`config.mk`:
```
export PLATFORM = sky130hd
export DESIGN_NAME = assert_event_collector
export DESIGN_NICKNAME = d
export VERILOG_FILES = /design/src/rtl/assert_evt_pkg.sv /design/src/rtl/assert_evt_fifo.sv /design/src/rtl/assert_event_collector.sv
export SDC_FILE = /design/constraint.sdc
export NUM_CORES = 1
export LEC_CHECK = 0
export CORE_MARGIN = 2
export CORE_UTILIZATION = 61
export CTS_CLUSTER_DIAMETER = 40
export DETAILED_ROUTE_END_ITERATION = 6
export GPL_ROUTABILITY_DRIVEN = 0
export GPL_TIMING_DRIVEN = 0
export PLACE_DENSITY = 0.85
export RECOVER_POWER = 100
export SETUP_SLACK_MARGIN = 0.2
export SLEW_MARGIN = 0
export SYNTH_ARGS = -nofsm -noshare
export SYNTH_HDL_FRONTEND = slang
export SYNTH_SLANG_ARGS = --single-unit
```
`constraint.sdc`:
```
create_clock -name clock -period 12.7 [get_ports clock]
set_clock_uncertainty 0.2 [all_clocks]
set_input_delay 2.54 -clock clock [delete_from_list [all_inputs] [get_ports clock]]
set_output_delay 2.54 -clock clock [all_outputs]
set_load 0.02 [all_outputs]
```
`src/rtl/assert_evt_pkg.sv`:
```
// ---------------------------------------------------------------------------
// assert_evt_pkg
// Shared definitions for the assertion event collector:
//   - default widths for the timestamp and the violation counter
//   - CNT_MAX, the saturation value of the default-width counter
//   - evt_rec_t, the layout of one queued event record (source, timestamp)
//   - lowest_set_idx, the priority function that picks the reported source
// ---------------------------------------------------------------------------
package assert_evt_pkg;

   localparam int EVT_TS_W  = 32;
   localparam int EVT_CNT_W = 16;

   localparam logic [EVT_CNT_W-1:0] CNT_MAX = '1;

   typedef struct packed {
      logic [4:0]          src;
      logic [EVT_TS_W-1:0] ts;
   } evt_rec_t;

   // Index of the lowest set bit; 0 when nothing is set. Scanning from the
   // top down lets the lowest hit overwrite the others.
   function automatic logic [4:0] lowest_set_idx(input logic [31:0] v);
      logic [4:0] idx;
      idx = '0;
      for (int i = 31; i >= 0; i--) begin
         if (v[i]) idx = i[4:0];
      end
      return idx;
   endfunction

endpackage

```
`src/rtl/assert_evt_fifo.sv`:
```
// ---------------------------------------------------------------------------
// assert_evt_fifo
// Synchronous FIFO for event records, with a flush input.
//   - A push into a full FIFO is accepted when a pop happens in the same cycle.
//   - On flush, any pop in the same cycle completes, then the FIFO is emptied.
//     A push in the same cycle becomes the only entry.
//   - o_data is 0 while empty and holds the head entry otherwise.
// Ports:
//   clock, reset_n  clock and asynchronous active-low reset
//   i_push          write i_data (dropped if full without a pop)
//   i_pop_req       reader ready; pops when the FIFO is non-empty
//   i_flush         discard all stored entries
//   i_data          record to write
//   o_valid         FIFO non-empty
//   o_full          FIFO holds DEPTH entries
//   o_data          head record
// ---------------------------------------------------------------------------
module assert_evt_fifo #(
   parameter int DW    = 37,
   parameter int DEPTH = 4
) (
   input  logic          clock,
   input  logic          reset_n,
   input  logic          i_push,
   input  logic          i_pop_req,
   input  logic          i_flush,
   input  logic [DW-1:0] i_data,
   output logic          o_valid,
   output logic          o_full,
   output logic [DW-1:0] o_data
);

   localparam int AW = (DEPTH > 1) ? $clog2(DEPTH) : 1;

   logic [DW-1:0] r_mem [DEPTH];
   logic [AW-1:0] r_wr;
   logic [AW-1:0] r_rd;
   logic [AW:0]   r_count;

   logic          w_empty;
   logic          w_full;
   logic          w_pop;
   logic          w_push_ok;
   logic [AW-1:0] w_wr_addr;

   assign w_empty   = (r_count == '0);
   assign w_full    = (r_count == (AW+1)'(DEPTH));
   assign w_pop     = ~w_empty & i_pop_req;
   // A flush frees every slot, so the incoming record always fits then.
   assign w_push_ok = i_push & (i_flush | ~w_full | w_pop);
   assign w_wr_addr = i_flush ? '0 : r_wr;

   always_ff @(posedge clock) begin
      if (w_push_ok) r_mem[w_wr_addr] <= i_data;
   end

   // Pointers wrap naturally because DEPTH is a power of two.
   always_ff @(posedge clock or negedge reset_n) begin
      if (!reset_n) begin
         r_wr    <= '0;
         r_rd    <= '0;
         r_count <= '0;
      end else if (i_flush) begin
         r_rd    <= '0;
         r_wr    <= w_push_ok ? AW'(1) : '0;
         r_count <= w_push_ok ? (AW+1)'(1) : '0;
      end else begin
         if (w_push_ok) r_wr <= r_wr + 1'b1;
         if (w_pop)     r_rd <= r_rd + 1'b1;
         case ({w_push_ok, w_pop})
            2'b10:   r_count <= r_count + 1'b1;
            2'b01:   r_count <= r_count - 1'b1;
            default: r_count <= r_count;
         endcase
      end
   end

   assign o_valid = ~w_empty;
   assign o_full  = w_full;
   assign o_data  = w_empty ? '0 : r_mem[r_rd];

endmodule

```
`src/rtl/assert_event_collector.sv`:
```
// ---------------------------------------------------------------------------
// assert_event_collector
// Receiving end of the per-checker assertion monitors. Latches one-cycle
// violation pulses into sticky status, counts violating cycles, queues a
// (source, timestamp) record per violating cycle for a debug reader and
// raises irq plus a halt request for fatal-masked sources.
// Ports:
//   clock, reset_n  clock and asynchronous active-low reset
//   fire            per-checker violation pulses
//   src_en          per-source enable (disabled sources are ignored)
//   fatal_mask      sources whose violation requests a halt
//   clr             clear status/count/flags and flush the record FIFO
//   sticky          per-source sticky violation bits
//   viol_cnt        saturating count of cycles with an enabled violation
//   overflow        sticky: a record was dropped on a full FIFO
//   multi           sticky: two or more sources hit in one cycle
//   irq             |sticky | overflow
//   halt_req        sticky: a fatal-masked source hit
//   evt_valid/evt_ready/evt_src/evt_ts  record read port (valid/ready)
// ---------------------------------------------------------------------------
module assert_event_collector
   import assert_evt_pkg::*;
#(
   parameter int N_SRC      = 8,
   parameter int CNT_W      = EVT_CNT_W,
   parameter int TS_W       = EVT_TS_W,
   parameter int FIFO_DEPTH = 4
) (
   input  logic             clock,
   input  logic             reset_n,
   input  logic [N_SRC-1:0] fire,
   input  logic [N_SRC-1:0] src_en,
   input  logic [N_SRC-1:0] fatal_mask,
   input  logic             clr,
   output logic [N_SRC-1:0] sticky,
   output logic [CNT_W-1:0] viol_cnt,
   output logic             overflow,
   output logic             multi,
   output logic             irq,
   output logic             halt_req,
   output logic             evt_valid,
   input  logic             evt_ready,
   output logic [4:0]       evt_src,
   output logic [TS_W-1:0]  evt_ts
);

   localparam int REC_W = 5 + TS_W;

   logic [TS_W-1:0]  r_ts;
   logic [N_SRC-1:0] r_sticky;
   logic [CNT_W-1:0] r_cnt;
   logic             r_overflow;
   logic             r_multi;
   logic             r_halt;

   logic [N_SRC-1:0] w_act;
   logic             w_any;
   logic             w_multi_hit;
   logic             w_fatal_hit;
   logic [4:0]       w_src;
   logic             w_full;
   logic             w_pop;
   logic             w_drop;
   logic [REC_W-1:0] w_rd_data;

   assign w_act       = fire & src_en;
   assign w_any       = |w_act;
   // Clearing the lowest set bit leaves something only if >= 2 bits were set.
   assign w_multi_hit = |(w_act & (w_act - 1'b1));
   assign w_fatal_hit = |(w_act & fatal_mask);
   assign w_src       = lowest_set_idx(32'(w_act));
   assign w_pop       = evt_valid & evt_ready;
   // A clr flushes the FIFO first, so a record arriving with clr never drops.
   assign w_drop      = w_any & w_full & ~w_pop & ~clr;

   // Free-running timestamp, deliberately untouched by clr.
   always_ff @(posedge clock or negedge reset_n) begin
      if (!reset_n) r_ts <= '0;
      else          r_ts <= r_ts + 1'b1;
   end

   // Status: clr wipes the old state, and the current cycle's event is then
   // applied on top, so a clr coinciding with a hit leaves just that hit.
   always_ff @(posedge clock or negedge reset_n) begin
      if (!reset_n) begin
         r_sticky   <= '0;
         r_cnt      <= '0;
         r_overflow <= 1'b0;
         r_multi    <= 1'b0;
         r_halt     <= 1'b0;
      end else if (clr) begin
         r_sticky   <= w_act;
         r_cnt      <= w_any ? CNT_W'(1) : '0;
         r_overflow <= 1'b0;
         r_multi    <= w_multi_hit;
         r_halt     <= w_fatal_hit;
      end else begin
         r_sticky   <= r_sticky | w_act;
         if (w_any && (r_cnt != '1)) r_cnt <= r_cnt + 1'b1;
         r_overflow <= r_overflow | w_drop;
         r_multi    <= r_multi | w_multi_hit;
         r_halt     <= r_halt | w_fatal_hit;
      end
   end

   assert_evt_fifo #(
      .DW    (REC_W),
      .DEPTH (FIFO_DEPTH)
   ) u_fifo (
      .clock     (clock),
      .reset_n   (reset_n),
      .i_push    (w_any),
      .i_pop_req (evt_ready),
      .i_flush   (clr),
      .i_data    ({w_src, r_ts}),
      .o_valid   (evt_valid),
      .o_full    (w_full),
      .o_data    (w_rd_data)
   );

   assign sticky   = r_sticky;
   assign viol_cnt = r_cnt;
   assign overflow = r_overflow;
   assign multi    = r_multi;
   assign halt_req = r_halt;
   assign irq      = (|r_sticky) | r_overflow;
   assign evt_src  = w_rd_data[TS_W +: 5];
   assign evt_ts   = w_rd_data[TS_W-1:0];

endmodule

```
==> impl_metrics.tcl <==
set metrics [dict create \
    busiest_layer "met2" \
    core_sq_um 13900 \
    final_cell_mix "140 x edfxtp_1, 67 x dlygate4sd3_1, 66 x dfrtp_1" \
    area_growth_pct 22.0 \
    cellInternalPower_mw 1.33 \
    ys_seq_area_frac 0.676 \
    use_met1 0.328 \
    clkTransAtPathRegs_ns 0.06 \
    firstDrtPassIters 5 \
    cts_resized 0 \
    drt_iter0_drc 408 \
    grt_overflow 0 \
    worst-path-max-fanout 18 \
    ys_warn_count 0 \
    ys_ff_latch 206 \
    synth_top_area_frac 0.486 \
    routed_wl_mm 17.9 \
    synthCells 561 \
    cts_tree "done" \
    route.vias.total 5392 \
    grt_pass1_vias 5504 \
    die_h_um 123 \
    dp_hpwl_mm 11.4 \
    async_flop_share 0.320 \
    p_switching_uw 449 \
    via_per_inst 6.11 \
    wl_per_cell_um 20.3 \
    power_leakage_nw 3.94 \
    num_rows 43 \
    cts_buffers 23 \
    yosys-top-cells-area "edfxtp_1 49%, dfrtp_1 19%, mux4_2 9.1%" \
    pre_cts_ws_ns 6.99 \
    netlist_area_sq_um 8660 \
    nNetsFinal 716 \
    hp-class "reg -> reg" \
    critPathArrivalTime_ns 6.56 \
    power_frac_seq 0.444 \
    die_w_um 123 \
    slew_headroom -1.44 \
    drc 0 \
    use_met3 0.0401 \
    synth-edff-count 140 \
    path_class "in -> reg" \
    fin_crit_ns 6.65 \
    report.final.slew_viol_count 116 \
    clock_power_share 0.387 \
    cap_violations 3 \
    place_area_sq_um 9920 \
    crit_path_start_kind "input port" \
    required_ns 12.61 \
    grt_pass1_wl_mm 28.3 \
    synthFlopType "edfxtp_1" \
    status "finished with violations" \
    clockBufferDepth 3 \
    io_buffers 90 \
    avgSynthCellArea_sq_um 15.4 \
    ctsHoldBuffers 0 \
    nFillCells 819 \
    rsz0062_at_grt "false" \
    cts_max_level 1 \
    fin_ws_ns 6.05 \
    violations "capacitance limit, slew limit" \
    power_frac_comb 0.169 \
    track_usage 0.244 \
    post_cts_buffers 0 \
    clkSinkCount 206 \
    clk_latency_ns 0.50 \
    post-route-cell-area_sq_um 10600 \
    hold_viol 0 \
    ant_nets 0 \
    power.share.switching 0.253 \
    grt_max_degree 67 \
    fin_crit_sh 0.524 \
    max_freq_mhz 150 \
    ys_types 56 \
    antenna_found_initial 0 \
    antennaDiodeCount 0 \
    start_util 0.624 \
    grt_use_met2 0.413 \
    setup_violations 0 \
    power_per_cell_area_nw_per_um2 168 \
    synth.largest_area_cell "edfxtp_1" \
    cp-end-kind "flip-flop" \
    clockRootBuffer "clkbuf_16" \
    final_common_cell "edfxtp_1" \
    peakVddDrop_mv 0.131 \
    num_io_pins 94 \
    die_area_sq_um 15200 \
    drive_gt1_frac 0.121 \
    setup-tns-final_ns 0 \
    worst_slew_pin_slew_ns 3.66 \
]
-- critical path, stage by stage --
cell	delay (ns)
dlygate4sd3_1	0.64
a222oi_1	0.19
and4_1	0.23
clkbuf_1	0.23
nor2_1	0.32
nand2_1	0.12
nor2_1	1.31
clkbuf_1	0.96
-- final timing paths --
check,startpoint,end,slack (ns),cells after the start
max in group asynchronous,reset_n,r_ts[21]$_DFF_PN0_,7.15,1
worst max-delay path,src_en[5],u_fifo.r_mem[3][9]$_DFFE_PP_,6.05,8
worst min-delay path,multi$_DFF_PN0_,multi$_DFF_PN0_,0.35,2
min in group asynchronous,reset_n,viol_cnt[13]$_DFFE_PN0P_,3.10,1
worst max register to register,u_fifo.r_count[0]$_DFFE_PN0P_,u_fifo.r_mem[3][9]$_DFFE_PP_,8.65,6
worst min register to register,multi$_DFF_PN0_,multi$_DFF_PN0_,0.35,2
-- sequential cells by signal, indices dropped and copies added, names as in the netlist, 2 cells and up --
| signal | flops |
|---|---|
| u_fifo.r_mem | 140 |
| r_ts | 32 |
| u_fifo.r_rd | 2 |
| u_fifo.r_count | 3 |
| u_fifo.r_wr | 2 |
| sticky | 8 |
| viol_cnt | 16 |
-- layout make-up --
| cell class | instances | area, sq um | share of cell area |
|---|---|---|---|
| Buffer | 24 | 104 | 0.00983 |
| Inverter | 11 | 41.3 | 0.00391 |
| Multi-Input combinational cell | 321 | 2590 | 0.246 |
| Timing Repair Buffer | 98 | 925 | 0.0875 |
| Clock buffer | 32 | 683 | 0.0647 |
| Clock inverter | 10 | 134 | 0.0127 |
| Tap cell | 180 | 225 | 0.0213 |
| Sequential cell | 206 | 5860 | 0.554 |
-- synth_stat cells, types with 4 or more instances --
master,count
clkbuf_1,13
nand4_1,15
nor3_1,8
a21oi_1,8
mux4_2,35
o21ai_0,13
nor4_2,4
nand2_1,32
dfrtp_1,66
nand3_1,31
nor4_1,5
xnor2_1,38
and3_1,9
and4_1,7
buf_2,7
and2_1,38
xor2_1,7
inv_1,11
edfxtp_1,140
nor2_1,27
-- metrics by stage --
step                      std cells   util  hold WS, ns  power [mW]
after detailed placement        840  0.715        0.313        1.13
after floorplan                 562      -        0.289       0.984
after CTS                       882  0.774        0.338        1.81
after global placement          832  0.705        0.288        1.11
final                           882  0.761        0.347        1.78
after global routing            882  0.761        0.360        1.83
-- power groups by stage --
stage / clock (mW) / sequential, mW / combinational (mW)
floorplan: 0 / 0.801 / 0.183
global placement: 0 / 0.799 / 0.308
detailed placement: 0 / 0.799 / 0.328
CTS: 0.694 / 0.787 / 0.331
global route: 0.718 / 0.793 / 0.324
finish: 0.687 / 0.788 / 0.301
-- kinds of logic (layout without fill, tap and decap cells) --
kind of cell / Yosys count / in the layout / share of synthesized area
AND/OR/NAND/NOR: 193 / 193 / 0.130
buffers and inverters: 35 / 175 / 0.0188
AO/OA/AOI/OAI: 41 / 41 / 0.0305
flip-flops: 206 / 206 / 0.676
other: 1 / 2 / 0.000433
XOR/XNOR: 45 / 45 / 0.0455
multiplexers: 36 / 36 / 0.0922
adder cells (fa/ha/maj): 4 / 4 / 0.00636
-- per-layer routing --
layer	routed length (um)	up-vias
li1	-	2369
met1	7190	2739
met4	369	0
met2	9240	245
met5	0	-
met3	1090	39
Power figures use the tool's default switching activity.
